<file path="config.mk">
export PLATFORM = sky130hd
export DESIGN_NAME = draw_cat
export DESIGN_NICKNAME = d
export VERILOG_FILES = /design/src/rtl/vga_pkg.sv /design/src/rtl/delay.sv /design/src/rtl/draw_cat.sv
export SDC_FILE = /design/constraint.sdc
export NUM_CORES = 1
export LEC_CHECK = 0
export BUFFER_PORTS_ARGS = -buffer_cell sky130_fd_sc_hd__buf_2
export CAP_MARGIN = 20
export CORE_MARGIN = 2
export CORE_UTILIZATION = 58
export CTS_CLUSTER_DIAMETER = 80
export DETAILED_ROUTE_END_ITERATION = 10
export GPL_ROUTABILITY_DRIVEN = 0
export PLACE_DENSITY = 0.93
export SYNTH_ARGS = -nofsm -noshare
export SYNTH_HDL_FRONTEND = slang
export SYNTH_HIERARCHICAL = 1
export SYNTH_SLANG_ARGS = --single-unit
</file>
<file path="constraint.sdc">
create_clock -name clk -period 3.98 [get_ports clk]
set_clock_uncertainty 0.1 [all_clocks]
set_input_delay 0.597 -clock clk [delete_from_list [all_inputs] [get_ports clk]]
set_output_delay 0.597 -clock clk [all_outputs]
set_load 0.01 [all_outputs]
</file>
<file path="src/rtl/vga_pkg.sv">
// Shared VGA pipeline definitions: sprite geometry, bus widths, and the timing bundle
// that travels alongside every pixel.
package vga_pkg;

   localparam int IMG_W  = 64;
   localparam int IMG_H  = 64;
   localparam int ADDR_W = 12;
   localparam int RGB_W  = 12;
   localparam int CNT_W  = 11;

   typedef struct packed {
      logic [CNT_W-1:0] hcount;
      logic [CNT_W-1:0] vcount;
      logic             hsync;
      logic             vsync;
      logic             hblnk;
      logic             vblnk;
   } vga_timing_t;

   // 13-bit compare so that a sprite origin near 4095 cannot wrap its end bound.
   function automatic logic in_span(input logic [CNT_W-1:0] c,
                                    input logic [11:0]      lo,
                                    input logic [12:0]      len);
      logic [12:0] c13;
      logic [12:0] lo13;
      c13  = {2'b00, c};
      lo13 = {1'b0, lo};
      return (c13 >= lo13) && (c13 < (lo13 + len));
   endfunction

endpackage

</file>
<file path="src/rtl/delay.sv">
// Fixed-depth shift register with synchronous active-high reset, used to keep
// side-band data aligned with the sprite ROM read.
module delay #(
   parameter int WIDTH = 1,
   parameter int DEPTH = 1
) (
   input  logic             clk,
   input  logic             rst,
   input  logic [WIDTH-1:0] din,
   output logic [WIDTH-1:0] dout
);

   logic [WIDTH-1:0] r_pipe [DEPTH];

   always_ff @(posedge clk) begin
      if (rst) begin
         for (int i = 0; i < DEPTH; i++) r_pipe[i] <= '0;
      end else begin
         r_pipe[0] <= din;
         for (int i = 1; i < DEPTH; i++) r_pipe[i] <= r_pipe[i-1];
      end
   end

   assign dout = r_pipe[DEPTH-1];

endmodule

</file>
<file path="src/rtl/draw_cat.sv">
// Composites the 64x64 cat sprite over the incoming VGA stream. The sprite ROM sits
// outside this block and returns data one clock after pixel_addr; all outputs lag by 3.
module draw_cat
   import vga_pkg::*;
#(
   parameter logic [RGB_W-1:0] KEY_COLOR = 12'hF0F,
   parameter bit               KEY_EN    = 1'b1
) (
   input  logic              clk,
   input  logic              rst,
   input  logic [11:0]       xpos,
   input  logic [11:0]       ypos,
   input  logic [CNT_W-1:0]  hcount_in,
   input  logic [CNT_W-1:0]  vcount_in,
   input  logic              hsync_in,
   input  logic              vsync_in,
   input  logic              hblnk_in,
   input  logic              vblnk_in,
   input  logic [RGB_W-1:0]  rgb_in,
   output logic [ADDR_W-1:0] pixel_addr,
   input  logic [RGB_W-1:0]  rgb_pixel,
   output logic [CNT_W-1:0]  hcount_out,
   output logic [CNT_W-1:0]  vcount_out,
   output logic              hsync_out,
   output logic              vsync_out,
   output logic              hblnk_out,
   output logic              vblnk_out,
   output logic [RGB_W-1:0]  rgb_out
);

   localparam int BUNDLE_W = $bits(vga_timing_t) + RGB_W + 1;

   logic [11:0]         r_xpos;
   logic [11:0]         r_ypos;
   logic                r_vblnk_prev;

   logic [5:0]          w_rel_x;
   logic [5:0]          w_rel_y;
   logic                w_inside;
   vga_timing_t         w_timing_in;
   vga_timing_t         w_timing_d2;
   logic [RGB_W-1:0]    w_rgb_d2;
   logic                w_inside_d2;
   logic [BUNDLE_W-1:0] w_bundle_in;
   logic [BUNDLE_W-1:0] w_bundle_d2;
   logic                w_keyed;
   logic                w_draw;

   // Position is sampled only at the start of vertical blanking so a frame never tears.
   always_ff @(posedge clk) begin
      if (rst) begin
         r_xpos       <= '0;
         r_ypos       <= '0;
         r_vblnk_prev <= 1'b0;
      end else begin
         r_vblnk_prev <= vblnk_in;
         if (vblnk_in && !r_vblnk_prev) begin
            r_xpos <= xpos;
            r_ypos <= ypos;
         end
      end
   end

   // Low six bits of the 13-bit difference equal the difference of the low six bits.
   assign w_rel_x  = hcount_in[5:0] - r_xpos[5:0];
   assign w_rel_y  = vcount_in[5:0] - r_ypos[5:0];
   assign w_inside = in_span(hcount_in, r_xpos, 13'(IMG_W)) &&
                     in_span(vcount_in, r_ypos, 13'(IMG_H));

   always_ff @(posedge clk) begin
      if (rst) pixel_addr <= '0;
      else     pixel_addr <= {w_rel_y, w_rel_x};
   end

   assign w_timing_in = '{hcount: hcount_in, vcount: vcount_in,
                          hsync:  hsync_in,  vsync:  vsync_in,
                          hblnk:  hblnk_in,  vblnk:  vblnk_in};
   assign w_bundle_in = {w_timing_in, rgb_in, w_inside};

   delay #(.WIDTH(BUNDLE_W), .DEPTH(2)) u_delay (
      .clk  (clk),
      .rst  (rst),
      .din  (w_bundle_in),
      .dout (w_bundle_d2)
   );

   assign {w_timing_d2, w_rgb_d2, w_inside_d2} = w_bundle_d2;

   assign w_keyed = KEY_EN && (rgb_pixel == KEY_COLOR);
   assign w_draw  = w_inside_d2 && !(w_timing_d2.hblnk || w_timing_d2.vblnk) && !w_keyed;

   always_ff @(posedge clk) begin
      if (rst) begin
         hcount_out <= '0;
         vcount_out <= '0;
         hsync_out  <= 1'b0;
         vsync_out  <= 1'b0;
         hblnk_out  <= 1'b0;
         vblnk_out  <= 1'b0;
         rgb_out    <= '0;
      end else begin
         hcount_out <= w_timing_d2.hcount;
         vcount_out <= w_timing_d2.vcount;
         hsync_out  <= w_timing_d2.hsync;
         vsync_out  <= w_timing_d2.vsync;
         hblnk_out  <= w_timing_d2.hblnk;
         vblnk_out  <= w_timing_d2.vblnk;
         rgb_out    <= w_draw ? rgb_pixel : w_rgb_d2;
      end
   end

endmodule

</file>
---- Yosys cells after proc, flatten, opt, wreduce, memory -nomap -nowiden ----
Memory sizes are Yosys's and may differ from the RTL's.
Index checks and enable logic that the tools add are counted.
storage, ports and cells
  flip-flop bits (word level) ............. 75
  bits in writable memories ............... 78
  output and inout port bits .............. 50
  memories ................................ 1
  bits of input ports ..................... 76
memory list
  name            words  width  rd ports  clocked after Yosys merged registers in  wr ports  line         source
  u_delay.r_pipe  2      39     2         0                                        2         delay.sv:13  logic [WIDTH-1:0] r_pipe [DEPTH];
cells by class
  muxes and demuxes ....................... 6
  add/subtract/negate cells ............... 4
  eq/ne operators ......................... 1
  reductions and logical operators ........ 10
  bitwise logic cells ..................... 2
  magnitude comparators ................... 4
operators by type and width
  operator               count
  $mux 39                2
  $add 12x7->13 const B  2
  $lt 11x13->1           2
  $ge 11x12->1           2
  $eq 12x12->1 const B   1
  $mux 12                1
  $sub 6x6->6            2
  $logic_and 1x1->1      6
  $logic_not 1->1        3
  $mux 1                 3
  $or 1x1->1             2
  $logic_or 1x1->1       1

---- Longest topological paths before layout ----
Gate-level depths: netlist (run 1).
  word-level depth ........................ 5
  mapped depth ............................ 10
  mapped depth without buffers ............ 10

---- Cells and area by module ----
Netlist (run 1), hierarchy kept.
modules (own cells, without submodules)
  module    area an instance (µm²)  cells each  sequential area each (µm²)  instances
  draw_cat  3,470.8                 390         1,501.4                     1
  delay     2,397.3                 203         1,561.5                     1

---- Least setup slack after synthesis (run 1) ----
No wires, ideal clock.
  kind .................................... in2reg
  start ................................... input port hcount_in[0]
  end ..................................... memory u_delay/r_pipe[0][0] in the netlist's numbering
  arrival time ............................ 2,160 ps
  library setup time ...................... 65 ps
  slack ................................... 1,655 ps
  buffers on the path ..................... 0
  required time ........................... 3,815 ps
  stages on the path ...................... 10
  cells stage by stage .................... inv_1 ha_1 fa_1 nand2b_1 a21oi_1 a41oi_1 nor3_1 o311ai_1 a311oi_1 nor2b_1
RTL lines
  element      line            source
  from (decl)  draw_cat.sv:13  input logic [CNT_W-1:0] hcount_in,
  to (decl)    delay.sv:13

==> reports/metrics.cfg, run 1 <==
[outcome]
status=complete, no violations

[clock_network]
postCtsSetupRepairBufs=0
cts_root_buffer=clkbuf_8
path_clk_slew_ns=0.07
cts_resized=0
cts.htree.levels=4
insertion_delay_ns=0.53
cts_tree=built
cts.sinks=153
clock_path_buffers=2
numCtsBuffers=17
cts-hold-fix-buffers=0

[placed_design]
dp_slack_ns=1.33
postPlaceCellArea_sq_um=6280
port_buffers=125
dpl.hpwl_um=8310

[yosys]
synth_common_cells=153 x dfxtp_1, 111 x nor2b_1, 56 x nand2_1
synth_ff_type=dfxtp_1
syn_area_sq_um=5870
synth_area_leaders=dfxtp_1 52%, nor2b_1 12%, ha_1 7.2%, buf_4 5.2%, nand2_1 3.6%
synth_top_area_share_pct=52.2
syn_inst=593
synth_top_family_by_area=simple AND/OR/NAND/NOR gates
yosysMostFrequentCell=dfxtp_1
yosysTopAreaCell=dfxtp_1
synthSimpleGateAreaFrac_pct=21.0
synth_fa_ha_area_share_pct=7.93
synth_mux_area_share_pct=2.05
async_flop_share_pct=0
synth_compound_area_share_pct=6.40
synth_edf_count=0
synthXorXnorAreaFrac_pct=1.64
ys_types=46
synth-warning-count=6
syn_nets=705
avgSynthCellArea_sq_um=9.90
ys_seq_area_share_pct=52.2
synth_seq_cells=153

[global_route]
grt_usage_pct=22.9
grt_pass1_wl_um=19600
grt.overflow.total=0
grt_pass1_vias=4132
grt_max_degree=91
antenna_found_initial=2

[layout]
regArea_sq_um=3060
nNetsFinal=791
drive_gt1_share_pct=24.1
final_cell_area_sq_um=6880
fin_util_pct=70.1
final.fill_count=741
multiInputGateArea_sq_um=2290
syn_to_final_growth_pct=17.2

[floorplan]
pin_count=126
dieArea_sq_um=10900
num_rows=36
chipHeight_um=105
core_area_sq_um=9820
start_util_pct=59.8
die_x_um=105

[sta]
fin_crit_sh_pct=65.3
fmax_ghz=0.385
hold_violations=0
relSlewSlack_pct=44.5
slew_violations=0
period_needed_ns=2.60
grt_setup_unrepaired=false
fin_setup_tns_ns=0
setup_viol=0
worst_slack_ns=1.38
worst_pin_slew_ns=0.832

[pwr]
worst_ir_drop_vdd_uv=435
p_per_area_nw_per_um2=516
total_power_mw=3.55
cellLeakagePower_nw=3.12

[setup_path]
slowest_stage=dfxtp_1
crit_chain=ha_1 -> nand3_1 -> xnor2_1 -> ha_1 -> a21oi_1 -> o221ai_1 -> a211oi_1 -> o311ai_1 -> a311oi_1 -> nor2b_1
critPathRequiredTime_ns=4.33
end_kind=flop
cp_slowest_stage_delay_ns=0.42
r2r_cells=10
worstPathMaxFanout=5
crit_top_cell=ha_1
worstSetupStartpointType=flop
crit_arrival_ns=2.95
critical_path_class=reg2reg

[route]
drc=0
antenna_left=0
route.final.wire_length_um=12300
dr_wl_met3_um=844
vias=4128
top_layer=met4
vias_per_cell=4.99
routedWlPerCell_um=14.9
m1WireLength_um=4890
met2_length_um=5910
drt-initial-drc-count=336
first_pass_iters=5

[flow_run]
drv_cap=0

[hold_path]
min_path_type=in2reg
min_path_cells=2

metrics by stage:
stage | instances | hold slack [ns]
floorplan | 593 | 0.314
global placement | 793 | 0.316
detailed placement | 793 | 0.322
CTS | 825 | 0.164
global route | 827 | 0.158
finish | 827 | 0.173
kinds of logic after synthesis:
group	Yosys count
fa+ha+maj	36
buf+inv	90
mux	12
simple gates	228
compound gates	63
xor+xnor	11
flops	153
routing by layer:
layer	GRT usage, %	vias up
li1	-	2052
met1	25.5	1818
met2	37.4	200
met3	7.36	58
met4	15.3	0
met5	0	-
registers in the layout, summed over array words and instances (netlist names):
name,count
u_delay/r_pipe,78
pixel_addr,12
r_xpos,12
r_ypos,12
rgb_out,12
hcount_out,11
vcount_out,11
hblnk_out,1
hsync_out,1
r_vblnk_prev,1
vblnk_out,1
vsync_out,1
path summary, 6_finish.rpt:
path	startpoint	endpoint	slack, ns
max	r_xpos[6]	u_delay/r_pipe[0][0]	1.38
max reg2reg	r_xpos[6]	u_delay/r_pipe[0][0]	1.38
min	vsync_in	u_delay/r_pipe[0][15]	0.17
min reg2reg	u_delay/r_pipe[0][61]	vcount_out[5]	0.33
layout by cell type, fill, tap and decap left out, types with 4 or more instances in the layout:
master	netlist	final
a21oi_1	38	38
buf_2	5	124
buf_4	41	5
clkbuf_16	0	16
clkinvlp_4	0	4
dfxtp_1	153	153
ha_1	34	34
inv_1	27	27
inv_6	0	5
mux2i_1	12	12
nand2_1	56	56
nand3_1	5	5
nand4_1	4	4
nor2_1	32	32
nor2b_1	111	111
o21ai_0	4	4
o21ai_1	4	4
xnor2_1	9	9
worst max-delay path, delay by kind of cell (launching register included):
family / cells / cell delay [ns]
AOI/OAI and AO/OA: 5 / 0.97
xor gates and xnor gates: 1 / 0.19
adders and majority gates: 2 / 0.53
DFF: 1 / 0.42
and+or+nand+nor: 2 / 0.31
power by group:
part | switching [mW] | leakage [nW] | internal (mW)
Combinational | 0.194 | 1.58 | 0.149
Clock | 0.648 | 0.277 | 0.924
Sequential | 0.0284 | 1.26 | 1.61
Total | 0.870 | 3.12 | 2.68
area by class of cell:
cell class	instances	area share, %
Antenna cell	2	0.0727
Clock buffer	18	6.22
Tap cell	133	2.42
Multi-Input combinational cell	350	33.3
Timing Repair Buffer	129	9.57
Clock inverter	14	2.36
Inverter	28	1.53
Sequential cell	153	44.5
(Power assumes the default switching activity.)
==> run 2: changes to the inputs <==
--- a/config.mk
+++ b/config.mk
@@ -5,14 +5,15 @@
 export SDC_FILE = /design/constraint.sdc
 export NUM_CORES = 1
 export LEC_CHECK = 0
+export ABC_AREA = 1
 export BUFFER_PORTS_ARGS = -buffer_cell sky130_fd_sc_hd__buf_2
 export CAP_MARGIN = 20
 export CORE_MARGIN = 2
-export CORE_UTILIZATION = 58
+export CORE_UTILIZATION = 54
 export CTS_CLUSTER_DIAMETER = 80
 export DETAILED_ROUTE_END_ITERATION = 10
 export GPL_ROUTABILITY_DRIVEN = 0
-export PLACE_DENSITY = 0.93
+export PLACE_DENSITY = 0.88
 export SYNTH_ARGS = -nofsm -noshare
 export SYNTH_HDL_FRONTEND = slang
 export SYNTH_HIERARCHICAL = 1
==> constraint.sdc (replaced) <==
create_clock -name clk -period 2.6 [get_ports clk]
set_clock_uncertainty 0.1 [all_clocks]
set_input_delay 0.39 -clock clk [delete_from_list [all_inputs] [get_ports clk]]
set_output_delay 0.39 -clock clk [all_outputs]
set_load 0.01 [all_outputs]
==> reports/metrics.cfg, run 2 <==
[layout]
stdcell_count=1005  ; +22%
max_flop_register=u_delay/r_pipe
largest_reg_flops=78  ; unchanged
fin_util_pct=66.9  ; -3.2 points
syn_to_final_growth_pct=20.9
final.fill_count=863  ; +16%
final_common_cell=dfxtp_1
final_cell_area_sq_um=7280  ; +5.9%
drive_gt1_share_pct=18.8  ; -5.4 points
nNetsFinal=966  ; +22%
final_cell_mix=153 x dfxtp_1, 149 x inv_1, 134 x nor2_1

[pwr]
p_int_mw=4.10  ; +53%
pwr-share-seq_pct=46.5  ; +0.4 points
cellLeakagePower_nw=3.61  ; +16%
clkPwrFrac_pct=42.3  ; -2.0 points
switchingPower_mw=1.30  ; +50%
p_per_area_nw_per_um2=742  ; +44%
swShare_pct=24.1  ; -0.42 points
worst_ir_drop_vdd_uv=338  ; -22%
comb_power_share_pct=11.2  ; +1.5 points

[global_route]
antenna_found_initial=1  ; -1
grt_pass1_vias=4390  ; +6.2%
grt_max_degree=66  ; -27%
grt.overflow.total=0  ; unchanged
grt_pass1_wl_um=19300  ; -1.4%
grt_usage_pct=21.2  ; -1.7 points

[setup_path]
cp.buffers_inverters=2  ; +2
worst_path_dominant_cell_family=simple AND/OR/NAND/NOR gates
worstSetupStartpointType=flop
worstPathMaxFanout=4  ; -1
cp_num_cells=14  ; +4
critical_path_class=reg2reg
endpoint=u_delay/r_pipe[0][0]
slowest_stage=dfxtp_1
rr_startpoint=r_ypos[6]
reg2reg_slack_ns=0.54  ; -0.84 ns
cp_slowest_stage_delay_ns=0.34  ; -0.08 ns
r2r-end=u_delay/r_pipe[0][0]
crit_arrival_ns=2.34  ; -0.61 ns
critPathRequiredTime_ns=2.88  ; -1.45 ns
r2r_cells=14  ; +4
end_kind=flop
cp-startpoint=r_ypos[6]
crit_chain=ha_1 -> xnor2_1 -> ha_1 -> nand2_1 -> nor2_1 -> nand2_1 -> nand3_1 -> nand3_1 -> nand2_1 -> inv_1 -> nand3_1 -> nor2_1 -> inv_1 -> nor2_1

[sta]
grt_setup_unrepaired=false
fmax_ghz=0.486  ; +26%
slew_violations=0  ; unchanged
fin_setup_tns_ns=0  ; unchanged
fin_crit_sh_pct=79.1  ; +14 points
relSlewSlack_pct=44.5  ; about the same
worst_pin_slew_ns=0.832  ; -0.000700 ns
timing.hold.ws_ns=0.0204  ; -0.153 ns
setup_viol=0  ; unchanged
hold_violations=0  ; unchanged
period_needed_ns=2.06  ; -0.541 ns

[yosys]
synth_area_leaders=dfxtp_1 51%, inv_1 9.3%, nor2_1 8.3%, ha_1 7.1%, buf_4 4.9%
async_flop_share_pct=0  ; unchanged
synth_edf_count=0  ; unchanged
yosysMostFrequentCell=dfxtp_1
ys_seq_area_share_pct=50.8  ; -1.4 points
syn_area_sq_um=6030  ; +2.7%
synth_ff_type=dfxtp_1
syn_inst=739  ; +25%
avgSynthCellArea_sq_um=8.16  ; -18%
synth_seq_cells=153  ; unchanged
synth-warning-count=6  ; unchanged
yosysTopAreaCell=dfxtp_1
synth_common_cells=153 x dfxtp_1, 149 x inv_1, 134 x nor2_1
syn_nets=851  ; +21%
synth_top_area_share_pct=50.8  ; -1.4 points
ys_types=25  ; -46%

[floorplan]
num_rows=38  ; +5.6%
start_util_pct=55.4  ; -4.4 points
dieArea_sq_um=12000  ; +9.9%
die_x_um=110  ; +4.8%
chipHeight_um=110  ; +4.8%
pin_count=126  ; unchanged
core_area_sq_um=10900  ; +11%

[clock_network]
path_clk_slew_ns=0.06  ; about the same
insertion_delay_ns=0.52  ; about the same
cts_root_buffer=clkbuf_8
cts_tree=built
cts_resized=0  ; unchanged
numCtsBuffers=17  ; unchanged
cts.sinks=153  ; unchanged
clock_path_buffers=2  ; unchanged
cts.htree.levels=4  ; unchanged
postCtsSetupRepairBufs=0  ; unchanged

[placed_design]
postPlaceCellArea_sq_um=6440  ; +2.4%
dp.cells=946  ; +19%
port_buffers=125  ; unchanged
dpl.hpwl_um=7890  ; -5.1%

[route]
vias=4665  ; +13%
first_pass_iters=5  ; unchanged
route.final.wire_length_um=12000  ; -2.1%
drc=0  ; unchanged
routedWlPerCell_um=12.0  ; -19%
vias_per_cell=4.64  ; -7.0%
drt-initial-drc-count=279  ; -17%
antenna_left=0  ; unchanged

[outcome]
status=complete, no violations

[hold_path]
min_path_type=in2reg

[flow_run]
drv_cap=0  ; unchanged

## run 2: cell types whose count changed after synthesis, sizes merged, moves of 4 or more
cell	before	now
inv	28	149
nor2b	111	0
nor2	32	134
o21ai	9	37
nand3	6	29
a21oi	38	52
mux2i	12	0
xnor2	9	2
nand2	56	62
o21bai	0	4
## run 2: cell families (layout without fill, tap and decap cells)
family | Yosys count | count (layout) | synth area share, %
simple gates | 237 | 237 | 16.1
xor+xnor | 5 | 5 | 0.727
fa+ha+maj | 36 | 36 | 7.72
compound gates | 95 | 95 | 8.14
buf+inv | 213 | 338 | 16.5
flops | 153 | 153 | 50.8
other cells | 0 | 1 | 0
## run 2: per-stage QoR
step	setup WS, ns	total power, mW
finish	0.542	5.40
global route	0.276	5.66
CTS	0.563	5.44
detailed placement	0.538	3.12
global placement	0.555	3.09
floorplan	0.758	2.96
## run 2: layout make-up
class | count | area [sq um] | area share, %
well taps | 140 | 175 | 2.40
inverters | 150 | 563 | 7.73
repair buffers | 159 | 956 | 13.1
diodes | 1 | 2.50 | 0.0344
clock buffers | 18 | 428 | 5.87
flip-flops and latches | 153 | 3060 | 42.0
multi-input cells | 373 | 1970 | 27.1
clock inverters | 11 | 125 | 1.72
## run 2: how the worst min path moves through the flow
stage,depth (start not counted),start,endpoint
2_1_floorplan,2,u_delay/r_pipe[0][0],u_delay/r_pipe[0][39]
3_3_place_gp,2,u_delay/r_pipe[0][38],u_delay/r_pipe[0][77]
3_5_place_dp,2,u_delay/r_pipe[0][71],hcount_out[4]
4_1_cts,3,vcount_in[1],u_delay/r_pipe[0][18]
5_1_grt,3,vcount_in[1],u_delay/r_pipe[0][18]
6_report,3,hcount_in[10],u_delay/r_pipe[0][38]
## run 2: worst min-delay path, delay by kind of cell
| family | cells | cell delay, ns |
|---|---|---|
| simple gates | 1 | 0.03 |
| buf+inv | 2 | 0.17 |
## run 2: timing repair
| item | 4_1_cts | 5_1_grt |
|---|---|---|
| endpoints found under the hold margin | 30 | 0 |
| setup endpoints to repair | 0 | 0 |
| hold buffers | 29 | 0 |
## run 2: routing by layer
metal | up-vias | global-route usage [%] | share of wire (%) | routed length [um]
met4 | 0 | 14.8 | 5.3 | 641
met1 | 2011 | 23.4 | 42 | 5020
met5 | - | 0 | 0 | 0
met3 | 57 | 6.40 | 5.5 | 660
met2 | 168 | 34.7 | 48 | 5720
li1 | 2429 | - | - | -
## run 2: power groups by stage
stage | logic (mW) | clock network, mW | registers (mW)
floorplan | 0.381 | 0 | 2.58
global placement | 0.536 | 0 | 2.56
detailed placement | 0.554 | 0 | 2.56
CTS | 0.600 | 2.32 | 2.51
global route | 0.691 | 2.44 | 2.52
finish | 0.606 | 2.29 | 2.51
